### src/rtl/game_pkg.sv
// rtl/game_pkg.sv - shared game-flow types, game-over codes and screen codes
package game_pkg;

    typedef enum logic [2:0] {
        IDLE      = 3'd0,
        RESTART   = 3'd1,
        GRACE     = 3'd2,
        PLAY      = 3'd3,
        TOM_WIN   = 3'd4,
        JERRY_WIN = 3'd5,
        MATCH_END = 3'd6
    } game_state_t;

    // Game-over codes shared with the upstream detector; 2'b11 is treated as GO_CAUGHT.
    localparam logic [1:0] GO_NONE   = 2'b00;
    localparam logic [1:0] GO_CHEESE = 2'b01;
    localparam logic [1:0] GO_CAUGHT = 2'b10;

    localparam logic [1:0] SCR_TITLE = 2'b00;
    localparam logic [1:0] SCR_GAME  = 2'b01;
    localparam logic [1:0] SCR_TOM   = 2'b10;
    localparam logic [1:0] SCR_JERRY = 2'b11;

    // Screen shown while in state st; MATCH_END keeps whichever banner is up.
    function automatic logic [1:0] screen_for(input game_state_t st, input logic [1:0] cur);
        case (st)
            IDLE:                   screen_for = SCR_TITLE;
            RESTART, GRACE, PLAY:   screen_for = SCR_GAME;
            TOM_WIN:                screen_for = SCR_TOM;
            JERRY_WIN:              screen_for = SCR_JERRY;
            MATCH_END:              screen_for = cur;
            default:                screen_for = SCR_TITLE;
        endcase
    endfunction

endpackage

### src/rtl/frame_counter.sv
// rtl/frame_counter.sv - frame_tick counter with sync clear, saturation and done flag
//   clk, rst   : clock, asynchronous active-high reset
//   clear      : synchronous clear to zero (has priority over tick)
//   tick       : count enable, one pulse per frame
//   limit      : saturation value
//   done       : count has reached limit, or reaches it with this cycle's tick
module frame_counter #(
    parameter int W = 8
) (
    input  logic         clk,
    input  logic         rst,
    input  logic         clear,
    input  logic         tick,
    input  logic [W-1:0] limit,
    output logic         done
);

    logic [W-1:0] count;
    logic [W:0]   count_inc;

    assign count_inc = {1'b0, count} + (W+1)'(1);

    // done looks one tick ahead so a tick and a dependent event in the same
    // cycle are handled as "tick first, then event".
    assign done = (count >= limit) || (tick && (count_inc >= {1'b0, limit}));

    always_ff @(posedge clk or posedge rst) begin
        if (rst) begin
            count <= '0;
        end else if (clear) begin
            count <= '0;
        end else if (tick && (count < limit)) begin
            count <= count_inc[W-1:0];
        end
    end

endmodule

### src/rtl/game_flow_ctrl.sv
// rtl/game_flow_ctrl.sv - round life-cycle controller downstream of the game-over detector
//   clk, rst    : clock, asynchronous active-high reset
//   gameover    : registered game-over code from the detector
//   start_btn   : start/continue key level
//   frame_tick  : one pulse per video frame
//   play_en     : movement enable, high in GRACE and PLAY
//   restart     : one-cycle re-seed pulse
//   state       : current game_state_t
//   screen_sel  : display mux select
//   tom_score   : Tom round wins
//   jerry_score : Jerry round wins
module game_flow_ctrl
    import game_pkg::*;
#(
    parameter int HOLD_FRAMES  = 120,
    parameter int GRACE_FRAMES = 2,
    parameter int MAX_SCORE    = 9
) (
    input  logic        clk,
    input  logic        rst,
    input  logic [1:0]  gameover,
    input  logic        start_btn,
    input  logic        frame_tick,
    output logic        play_en,
    output logic        restart,
    output game_state_t state,
    output logic [1:0]  screen_sel,
    output logic [3:0]  tom_score,
    output logic [3:0]  jerry_score
);

    localparam int CNT_MAX = (HOLD_FRAMES > GRACE_FRAMES) ? HOLD_FRAMES : GRACE_FRAMES;
    localparam int CW      = $clog2(CNT_MAX + 1);
    localparam logic [3:0] MAX_S = 4'(MAX_SCORE);

    logic        start_d;
    logic        start_armed;
    logic        start_edge;
    logic        cnt_clear;
    logic        cnt_done;
    logic [CW-1:0] cnt_limit;
    logic        tom_hit;
    logic        jerry_hit;
    game_state_t nxt;

    // start_armed stays low until the button has been seen released after
    // reset, so a key held through reset release yields no edge.
    assign start_edge = start_btn && !start_d && start_armed;

    always_ff @(posedge clk or posedge rst) begin
        if (rst) begin
            start_d     <= 1'b0;
            start_armed <= 1'b0;
        end else begin
            start_d <= start_btn;
            if (!start_btn) begin
                start_armed <= 1'b1;
            end
        end
    end

    // One counter times both GRACE and the result-screen hold.
    assign cnt_limit = (state == GRACE) ? CW'(GRACE_FRAMES) : CW'(HOLD_FRAMES);
    assign cnt_clear = (state == IDLE) || (state == RESTART) ||
                       (state == PLAY) || (state == MATCH_END);

    frame_counter #(.W(CW)) u_frame_counter (
        .clk   (clk),
        .rst   (rst),
        .clear (cnt_clear),
        .tick  (frame_tick),
        .limit (cnt_limit),
        .done  (cnt_done)
    );

    // Code 11 is treated like GO_CAUGHT, so bit 1 alone marks a Tom win.
    assign tom_hit   = gameover[1];
    assign jerry_hit = (gameover == GO_CHEESE);

    always_comb begin
        nxt = IDLE;
        case (state)
            IDLE:      nxt = start_edge ? RESTART : IDLE;
            RESTART:   nxt = GRACE;
            GRACE:     nxt = cnt_done ? PLAY : GRACE;
            PLAY: begin
                if (tom_hit) begin
                    nxt = TOM_WIN;
                end else if (jerry_hit) begin
                    nxt = JERRY_WIN;
                end else begin
                    nxt = PLAY;
                end
            end
            TOM_WIN: begin
                if (start_edge && cnt_done) begin
                    nxt = (tom_score == MAX_S) ? MATCH_END : RESTART;
                end else begin
                    nxt = TOM_WIN;
                end
            end
            JERRY_WIN: begin
                if (start_edge && cnt_done) begin
                    nxt = (jerry_score == MAX_S) ? MATCH_END : RESTART;
                end else begin
                    nxt = JERRY_WIN;
                end
            end
            MATCH_END: nxt = start_edge ? IDLE : MATCH_END;
            default:   nxt = IDLE;
        endcase
    end

    // All outputs are registered from the next state so they move together.
    always_ff @(posedge clk or posedge rst) begin
        if (rst) begin
            state       <= IDLE;
            play_en     <= 1'b0;
            restart     <= 1'b0;
            screen_sel  <= SCR_TITLE;
            tom_score   <= 4'd0;
            jerry_score <= 4'd0;
        end else begin
            state      <= nxt;
            play_en    <= (nxt == GRACE) || (nxt == PLAY);
            restart    <= (nxt == RESTART);
            screen_sel <= screen_for(nxt, screen_sel);
            if (state == PLAY && nxt == TOM_WIN) begin
                tom_score <= tom_score + 4'd1;
            end
            if (state == PLAY && nxt == JERRY_WIN) begin
                jerry_score <= jerry_score + 4'd1;
            end
            if (state == MATCH_END && nxt == IDLE) begin
                tom_score   <= 4'd0;
                jerry_score <= 4'd0;
            end
        end
    end

endmodule

### config.mk
export PLATFORM = sky130hd
export DESIGN_NAME = game_flow_ctrl
export DESIGN_NICKNAME = d
export VERILOG_FILES = /design/src/rtl/game_pkg.sv /design/src/rtl/frame_counter.sv /design/src/rtl/game_flow_ctrl.sv
export SDC_FILE = /design/constraint.sdc
export NUM_CORES = 1
export LEC_CHECK = 0
export BUFFER_PORTS_ARGS = -buffer_cell sky130_fd_sc_hd__buf_4
export CORE_ASPECT_RATIO = 1.4
export CORE_UTILIZATION = 35
export DETAILED_ROUTE_END_ITERATION = 6
export GPL_TIMING_DRIVEN = 0
export REMOVE_ABC_BUFFERS = 1
export SYNTH_ARGS = -nofsm -noshare
export SYNTH_HDL_FRONTEND = slang
export SYNTH_SLANG_ARGS = --single-unit
### constraint.sdc
create_clock -name clk -period 5.9 [get_ports clk]
set_input_delay 0.885 -clock clk [delete_from_list [all_inputs] [get_ports clk]]
set_output_delay 0.885 -clock clk [all_outputs]
set_load 0.1 [all_outputs]
Yosys cells after proc, flatten, opt, wreduce, memory -nomap -nowiden
Index checks and enable logic that the tools add are counted.
Storage, ports and cells
  output and inout port bits: 15
  logic and storage cells: 68
  input bits: 6
  bits in registers: 24
Cells by class
  magnitude comparators: 3
  reductions and logical operators: 20
  add/sub/neg operators: 3
  equality and inequality tests: 15
  muxes and demuxes: 18
Operators by type and width (count)
  $mux 3: 7
  $mux 7: 3
  $pmux 3 s7: 1
  $eq 3x3->1 const B: 6
  $mux 4: 4
  $eq 3x2->1 const B: 4
  $add 4x1->4 const B: 2
  $add 7x1->8 const B: 1
  $eq 4x4->1 const B: 2
  $ge 8x7->1: 1
  $logic_and 1x1->1: 8
  $pmux 2 s4: 1
  $ge 7x7->1: 1
  $lt 7x7->1: 1
  $eq 3x1->1 const B: 2
  $logic_not 3->1: 2
  $reduce_bool 2->1: 3
  $logic_or 1x1->1: 5
  $reduce_or 3->1: 1
  $eq 2x1->1 const B: 1
  $mux 1: 2
  $logic_not 1->1: 1

Logic depth before layout (Yosys ltp)
Gate-level depths: netlist (run 1).
  depth in word-level cells: 12
  gate-level depth with buffers: 11
  depth with buffers taken out: 10

Cells and area by module
From an unflattened synthesis (run 1), not the netlist that was laid out.
Unflattened totals
  cells, all modules: 181
  area, all modules: 1746.7 µm²
By module, submodules not included
  game_flow_ctrl: times used 1, seq. area each 425.4 µm², cells an instance 96, area an instance 993.5 µm²
  frame_counter: times used 1, seq. area each 175.2 µm², cells an instance 85, area an instance 753.2 µm²

Worst setup path before layout (run 1)
Ideal clock, no wire load.
  path type: reg-to-reg
  start: register state[1]
  end: register tom_score[3]
  path buffers: 0
  path slack: 2507 ps
  data arrival time: 3266 ps
  stages on the path, launching flop included: 10
  required time: 5773 ps
  library setup time: 127 ps
  period minus slack after synthesis: 3393 ps
  cell sequence: dfrtp_1 -> nor2b_1 -> nor2b_1 -> ha_1 -> a21oi_1 -> o21ai_2 -> or2_4 -> o21bai_4 -> nand4_1 -> mux2_1
Between the ends
  longest elaborated chain between the ends: 11
  elaborated cells on any way between the ends: 23
  those cells by class: order compare (2); eq/ne (7); mux (6); reduce/logical (8)
RTL lines
  from (decl): RTL line game_flow_ctrl.sv:26  | output game_state_t state,
  from (signal assigned): RTL line game_flow_ctrl.sv:124  | state <= nxt;
  $eq 3x2->1: RTL line game_flow_ctrl.sv:63, game_flow_ctrl.sv:82
  $mux 7: RTL line game_flow_ctrl.sv:63  | assign cnt_limit = (state == GRACE) ? CW'(GRACE_FRAMES) : CW'(HOLD_FRAMES);
  $ge 8x7->1: RTL line frame_counter.sv:25  | assign done = (count >= limit) || (tick && (count_inc >= {1'b0, limit}));
  $logic_and 1x1->1: RTL line frame_counter.sv:25
  $logic_or 1x1->1: RTL line frame_counter.sv:25
  $logic_and 1x1->1: RTL line game_flow_ctrl.sv:96, game_flow_ctrl.sv:103
  $mux 3, on equally long branches: RTL line game_flow_ctrl.sv:103, game_flow_ctrl.sv:96
  $pmux 3 s7: RTL line game_flow_ctrl.sv:82  | case (state)
  $eq 3x3->1 / $logic_not 3->1 (equally long branches): RTL line game_flow_ctrl.sv:128, game_flow_ctrl.sv:134
  $logic_and 1x1->1, on equally long branches: RTL line game_flow_ctrl.sv:128, game_flow_ctrl.sv:134
  $reduce_bool 2->1 (no line) / $mux 4 (equally long branches)
  to (signal assigned): RTL line game_flow_ctrl.sv:129  | tom_score <= tom_score + 4'd1;
  to (decl): RTL line game_flow_ctrl.sv:28  | output logic [3:0] tom_score,
Parallel ways exist; a longest one is shown, timed or not.
A chain may end at the register's enable or synchronous reset.

Worst setup path after layout (run 1)
Same ends and word-level chain as after synthesis.

==> results of run 1 <==
[where the power goes]
group	leakage, nW	switching (mW)	internal (mW)
Clock	0.0288	0.0526	0.0596
Combinational	0.552	0.204	0.100
Sequential	0.312	0.0539	0.192
[layout by cell type (no fill, tap or decap), drive strengths merged, types with 2 or more instances in the layout]
cell type and n:
dfrtp 24, buf 20, nor2 16, ha 15, nand2 14, xnor2 12, a21oi 9, inv 8
o21ai 7, nand3 6, o211ai 5, nor2b 4, nand4 4, clkbuf 4, nor3 4, xor2 3
and3 3, nand2b 3, or2 3, a2bb2oi 2, nor3b 2, nand3b 2, a21o 2, o31ai 2
[tightest hold or removal path, cell delays in order (launching register included)]
cell and delay (ps):
dfrtp_1 390, nand2_1 60, o22ai_1 70
[area by class of cell]
cell class	instances	area, um2	share of cell area, %
inverter	8	30.0	1.53
clock buffer	4	55.1	2.80
multi-input combinational	136	1050	53.5
sequential	24	601	30.6
tap	62	77.6	3.95
timing repair buffer	20	150	7.64
[metal layers]
layer | part of all wire [%] | up-vias | wire length (um) | global-route usage (%)
met2 | 51 | 25 | 1700 | 23.3
li1 | - | 656 | - | -
met5 | 0 | - | 0 | 0
met4 | 2.0 | 0 | 65 | 5.79
met3 | 2.9 | 6 | 96 | 0.924
met1 | 44 | 613 | 1450 | 18.4
[per-stage QoR]
step / hold WS (ps) / util [%]
CTS: 561 / 42.6
floorplan: 525 / -
detailed placement: 545 / 41.4
global route: 579 / 42.6
finish: 553 / 42.6
global placement: 539 / 41.4
[synth_stat cells, types with 2 or more instances]
library cell,number
xor2_1,3
nand2b_1,3
nor2b_1,4
dfrtp_1,24
nand3_1,6
o21ai_0,6
a21oi_1,9
nor3b_2,2
nand4_1,4
or2_2,2
nand2_1,13
ha_1,15
o211ai_1,4
a2bb2oi_1,2
inv_1,8
and3_1,3
nor3_1,3
xnor2_1,12
buf_6,2
nor2_1,16
[worst max-delay path by stage]
stage / startpoint / end / slack, ps
floorplan: state[1]$_DFF_PP0_ / tom_score[3]$_DFFE_PP0P_ / 2500
global placement: state[1]$_DFF_PP0_ / screen_sel[0]$_DFFE_PP0P_ / 2780
detailed placement: state[1]$_DFF_PP0_ / screen_sel[0]$_DFFE_PP0P_ / 2750
CTS: state[1]$_DFF_PP0_ / screen_sel[0]$_DFFE_PP0P_ / 2730
global route: state[1]$_DFF_PP0_ / screen_sel[0]$_DFFE_PP0P_ / 2460
finish: state[1]$_DFF_PP0_ / tom_score[3]$_DFFE_PP0P_ / 2760
[sequential cells by signal, indices dropped and copies added, names as in the netlist, 2 cells and up]
register,flops
state,3
screen_sel,2
tom_score,4
jerry_score,4
u_frame_counter.count,7
[cell families (layout without fill, tap and decap cells)]
logic type	count (synthesis)	count (layout)	share of synthesized area, %
AND/OR/NAND/NOR	67	67	22.6
AO/OA/AOI/OAI	37	37	18.9
buffers and inverters	12	32	3.58
XOR/XNOR	15	15	7.67
multiplexers	2	2	1.24
adder cells (fa/ha/maj)	15	15	11.0
flip-flops	24	24	35.1
==> flow_summary.ini, run 1 <==
[hold_path]
hold_end = screen_sel[1]$_DFFE_PP0P_
hold_depth = 2
worstHoldStart = screen_sel[1]$_DFFE_PP0P_
hp-class = register to register

[floorplanning]
num_rows = 29
fp.dieW_um = 61.1
die_h_um = 84.8
die_area_um2 = 5180
io_pins = 21
core-area_um2 = 4610
start_util_pct = 37.2

[sta]
worstMarginPinSlew_ps = 902
fin_setup_tns_ps = 0
period_share_pct = 53.1
slew_headroom_pct = 39.8
slew_viol_final = 0
skew_ps = 5.45
setup_slack_ps = 2760
period_minus_slack_ps = 3140
rsz0062_at_grt = no
fmax_ghz = 0.319
setup_viol = 0
final-hold-violation-count = 0

[clocking]
root_buffer = clkbuf_8
cts_setup_buffers = 0
insertion_delay_ps = 270
tritoncts = built
clk_pin_slew_worst_paths_ps = 80
cts.sinks = 24
holdBufCountCts = 0
ctsHtreeMaxLevel = 1
ctsResizeCount = 0
numCtsBuffers = 3
cts.path.max_buffers = 2

[cells_and_area]
finalInstanceArea_um2 = 1960
stdcell_count = 254
antennaDiodeCount = 0
syn_to_final_growth_pct = 14.7
fill_cells = 467
drive_above_1_share_pct = 22.4
nets = 214

[synthesis]
synth_top_area_cell = dfrtp_1
synth.distinct_cells = 51
synth_async_sr_flop_share_pct = 100
syn_area_um2 = 1710
synth.avg_cell_area_um2 = 9.96
synthFlopType = dfrtp_1
ys_ff_latch = 24
yosys-top-cells-area = dfrtp_1 (35%), ha_1 (11%), xnor2_1 (6.1%), nor2_1 (3.5%), nand2_1 (2.8%)
yosysSeqAreaShare_pct = 35.1
yosysWarnings = 0
synth_top_area_share_pct = 35.1
synthCells = 172
synth-edff-count = 0

[run]
drv_cap = 0

[pwr]
power.leakage_nw = 0.893
ir_drop_mv = 0.0969
finalPower_mw = 0.662
power_density_nw_per_um2 = 337

[route]
drtIter0Drc = 70
drc = 0
ant_nets = 0
via_per_inst = 5.12
drt-pass1-iter-count = 4
avgRoutedWirePerCell_um = 13.1
vias = 1300
drt-total-wl_um = 3320

[critical_path]
endpoint_kind = register
cpMostUsedCell = nor2b_1
crit_required_ps = 6050
r2r_cells = 9
worstSetupStartpointType = register
cp_top_family = simple AND/OR/NAND/NOR gates
arrival_ps = 3290
crit_cells = 9
cp_slowest_cell = nor2b_1
r2r_end = tom_score[3]$_DFFE_PP0P_
path_cells = nor2b_1 -> nor2b_1 -> ha_1 -> a21oi_1 -> o21ai_2 -> or2_4 -> o21bai_4 -> nand4_1 -> mux2_1
r2r_start = state[1]$_DFF_PP0_
path_buf_inv = 0
worstSetupPathType = register to register
worst-path-max-fanout = 10
r2r_setup_slack_ps = 2760
worst_path_largest_cell_delay_ps = 610

[place]
gp_congestion = 0.768
dpl.hpwl_um = 2560
dp.cells = 250
place_ws_ps = 2750
postPlaceCellArea_um2 = 1910
port_buffers = 20

[global_routing]
grt-ovfl-total = 0
track_usage_pct = 14.1
grt_first_pass_wirelength_um = 5610
grt_antenna_before_repair = 0
grt_start_max_net_pins = 25
first_global_vias = 1212

[outcome]
status = finished clean
No activity file was read; power rests on OpenSTA's default activity.
==> inputs of run 2 (changes only) <==
- clock period: 5.9 -> 3.2 ns (I/O delays scaled with it)
==> flow_summary.ini, run 2 (synthesized netlist as in run 1, its figures left out) <==
[outcome]
status = finished clean

[critical_path]
worst-path-max-fanout = 10
path_buf_inv = 0
arrival_ps = 3050
endpoint_kind = register
path_cells = nor2b_1 -> nor2b_2 -> ha_1 -> a21oi_1 -> o21ai_2 -> or2_4 -> o21bai_4 -> nand4_1 -> mux2_1
crit_required_ps = 3350
worstSetupStartpointType = register
worstSetupPathType = register to register
cp_slowest_cell = dfrtp_1
r2r_setup_slack_ps = 300
r2r_end = tom_score[3]$_DFFE_PP0P_
r2r_cells = 9
r2r_start = state[1]$_DFF_PP0_
cp_top_family = simple AND/OR/NAND/NOR gates
worst_path_largest_cell_delay_ps = 510

[sta]
period_minus_slack_ps = 2900
fmax_ghz = 0.345
slew_viol_final = 0
period_share_pct = 90.7
final-hold-violation-count = 0
rsz0062_at_grt = no
worstMarginPinSlew_ps = 903
slew_headroom_pct = 39.8
setup_viol = 0
hold_slack_ps = 357
skew_ps = 5.43

[cells_and_area]
largest_reg_flops = 7
seqCellArea_um2 = 601
syn_to_final_growth_pct = 14.8
drive_above_1_share_pct = 22.9
antennaDiodeCount = 0
fill_cells = 467
layout.cells.most_common = dfrtp_1
nets = 214
final_cell_mix = dfrtp_1 (24), buf_4 (20), nor2_1 (16)
multiInputGateArea_um2 = 1050
max_flop_register = u_frame_counter.count
reg_top3 = u_frame_counter.count x7, jerry_score x4, tom_score x4

[floorplanning]
io_pins = 21
die_h_um = 84.8
start_util_pct = 37.2
core-area_um2 = 4610
die_area_um2 = 5180
fp.dieW_um = 61.1
num_rows = 29

[hold_path]
hp-class = input port to register
hold_end = start_d$_DFF_PP0_
hold_depth = 1
worstHoldStart = start_btn

[global_routing]
grt_start_max_net_pins = 25
grt_antenna_before_repair = 0
grt-ovfl-total = 0
grt_first_pass_wirelength_um = 5610
track_usage_pct = 14.1
first_global_vias = 1212

[clocking]
cts.sinks = 24
clk_pin_slew_worst_paths_ps = 90
numCtsBuffers = 3
root_buffer = clkbuf_8
ctsHtreeMaxLevel = 1
tritoncts = built
cts_setup_buffers = 0
insertion_delay_ps = 270
cts.path.max_buffers = 2

[route]
drc = 0
avgRoutedWirePerCell_um = 13.0
drt-pass1-iter-count = 4
drt-total-wl_um = 3310
vias = 1303
drtIter0Drc = 70
via_per_inst = 5.13
ant_nets = 0

[pwr]
ir_drop_mv = 0.182
power.leakage_nw = 0.893
power_density_nw_per_um2 = 621
finalPower_mw = 1.22

[place]
port_buffers = 20
dpl.hpwl_um = 2560
gp_congestion = 0.768

[run]
drv_cap = 0
## run 2: layout make-up
class	instances	share of cell area, %
flip-flops and latches	24	30.5
inverters	8	1.53
multi-input cells	136	53.6
repair buffers	20	7.63
clock buffers	4	2.80
well taps	62	3.94
## run 2: worst max path at each step
stage / startpoint / depth (start not counted) / slack, ps / endpoint
2_1_floorplan: state[1]$_DFF_PP0_ / 9 / -200 / tom_score[3]$_DFFE_PP0P_
3_3_place_gp: state[1]$_DFF_PP0_ / 9 / 80 / screen_sel[0]$_DFFE_PP0P_
3_5_place_dp: state[1]$_DFF_PP0_ / 9 / 50 / screen_sel[0]$_DFFE_PP0P_
4_1_cts: state[1]$_DFF_PP0_ / 9 / 30 / screen_sel[0]$_DFFE_PP0P_
5_1_grt: state[1]$_DFF_PP0_ / 9 / 20 / screen_sel[0]$_DFFE_PP0P_
6_report: state[1]$_DFF_PP0_ / 9 / 300 / tom_score[3]$_DFFE_PP0P_
## run 2: where the power goes
part | total, mW | internal [mW] | switching, mW
clock network | 0.206 | 0.110 | 0.0966
registers | 0.454 | 0.354 | 0.100
logic | 0.562 | 0.186 | 0.375
total | 1.22 | 0.650 | 0.572
## run 2: per-layer routing
layer	track usage (%)	share of wire, %
met5	0	0
met4	5.79	1.6
met3	0.924	2.7
met2	23.3	51
met1	18.4	44
## run 2: repair_timing
action | 4_1_cts | 5_1_grt
endpoints found under the setup margin | 0 | 7
hold buffers | 0 | 0
resized for setup | 0 | 1
## run 2: stage by stage
| stage | setup slack [ps] | cell area [um2] | TNS, ps | util [%] | cells |
|---|---|---|---|---|---|
| 2_1_floorplan | -200 | 1680 | -819 | - | 168 |
| 5_1_grt | 23.2 | 1970 | 0 | 42.7 | 254 |
| 3_5_place_dp | 48.8 | 1910 | 0 | 41.4 | 250 |
| 3_3_place_gp | 81.0 | 1910 | 0 | 41.4 | 250 |
| 4_1_cts | 26.7 | 1960 | 0 | 42.6 | 254 |
| 6_report | 298 | 1970 | 0 | 42.7 | 254 |
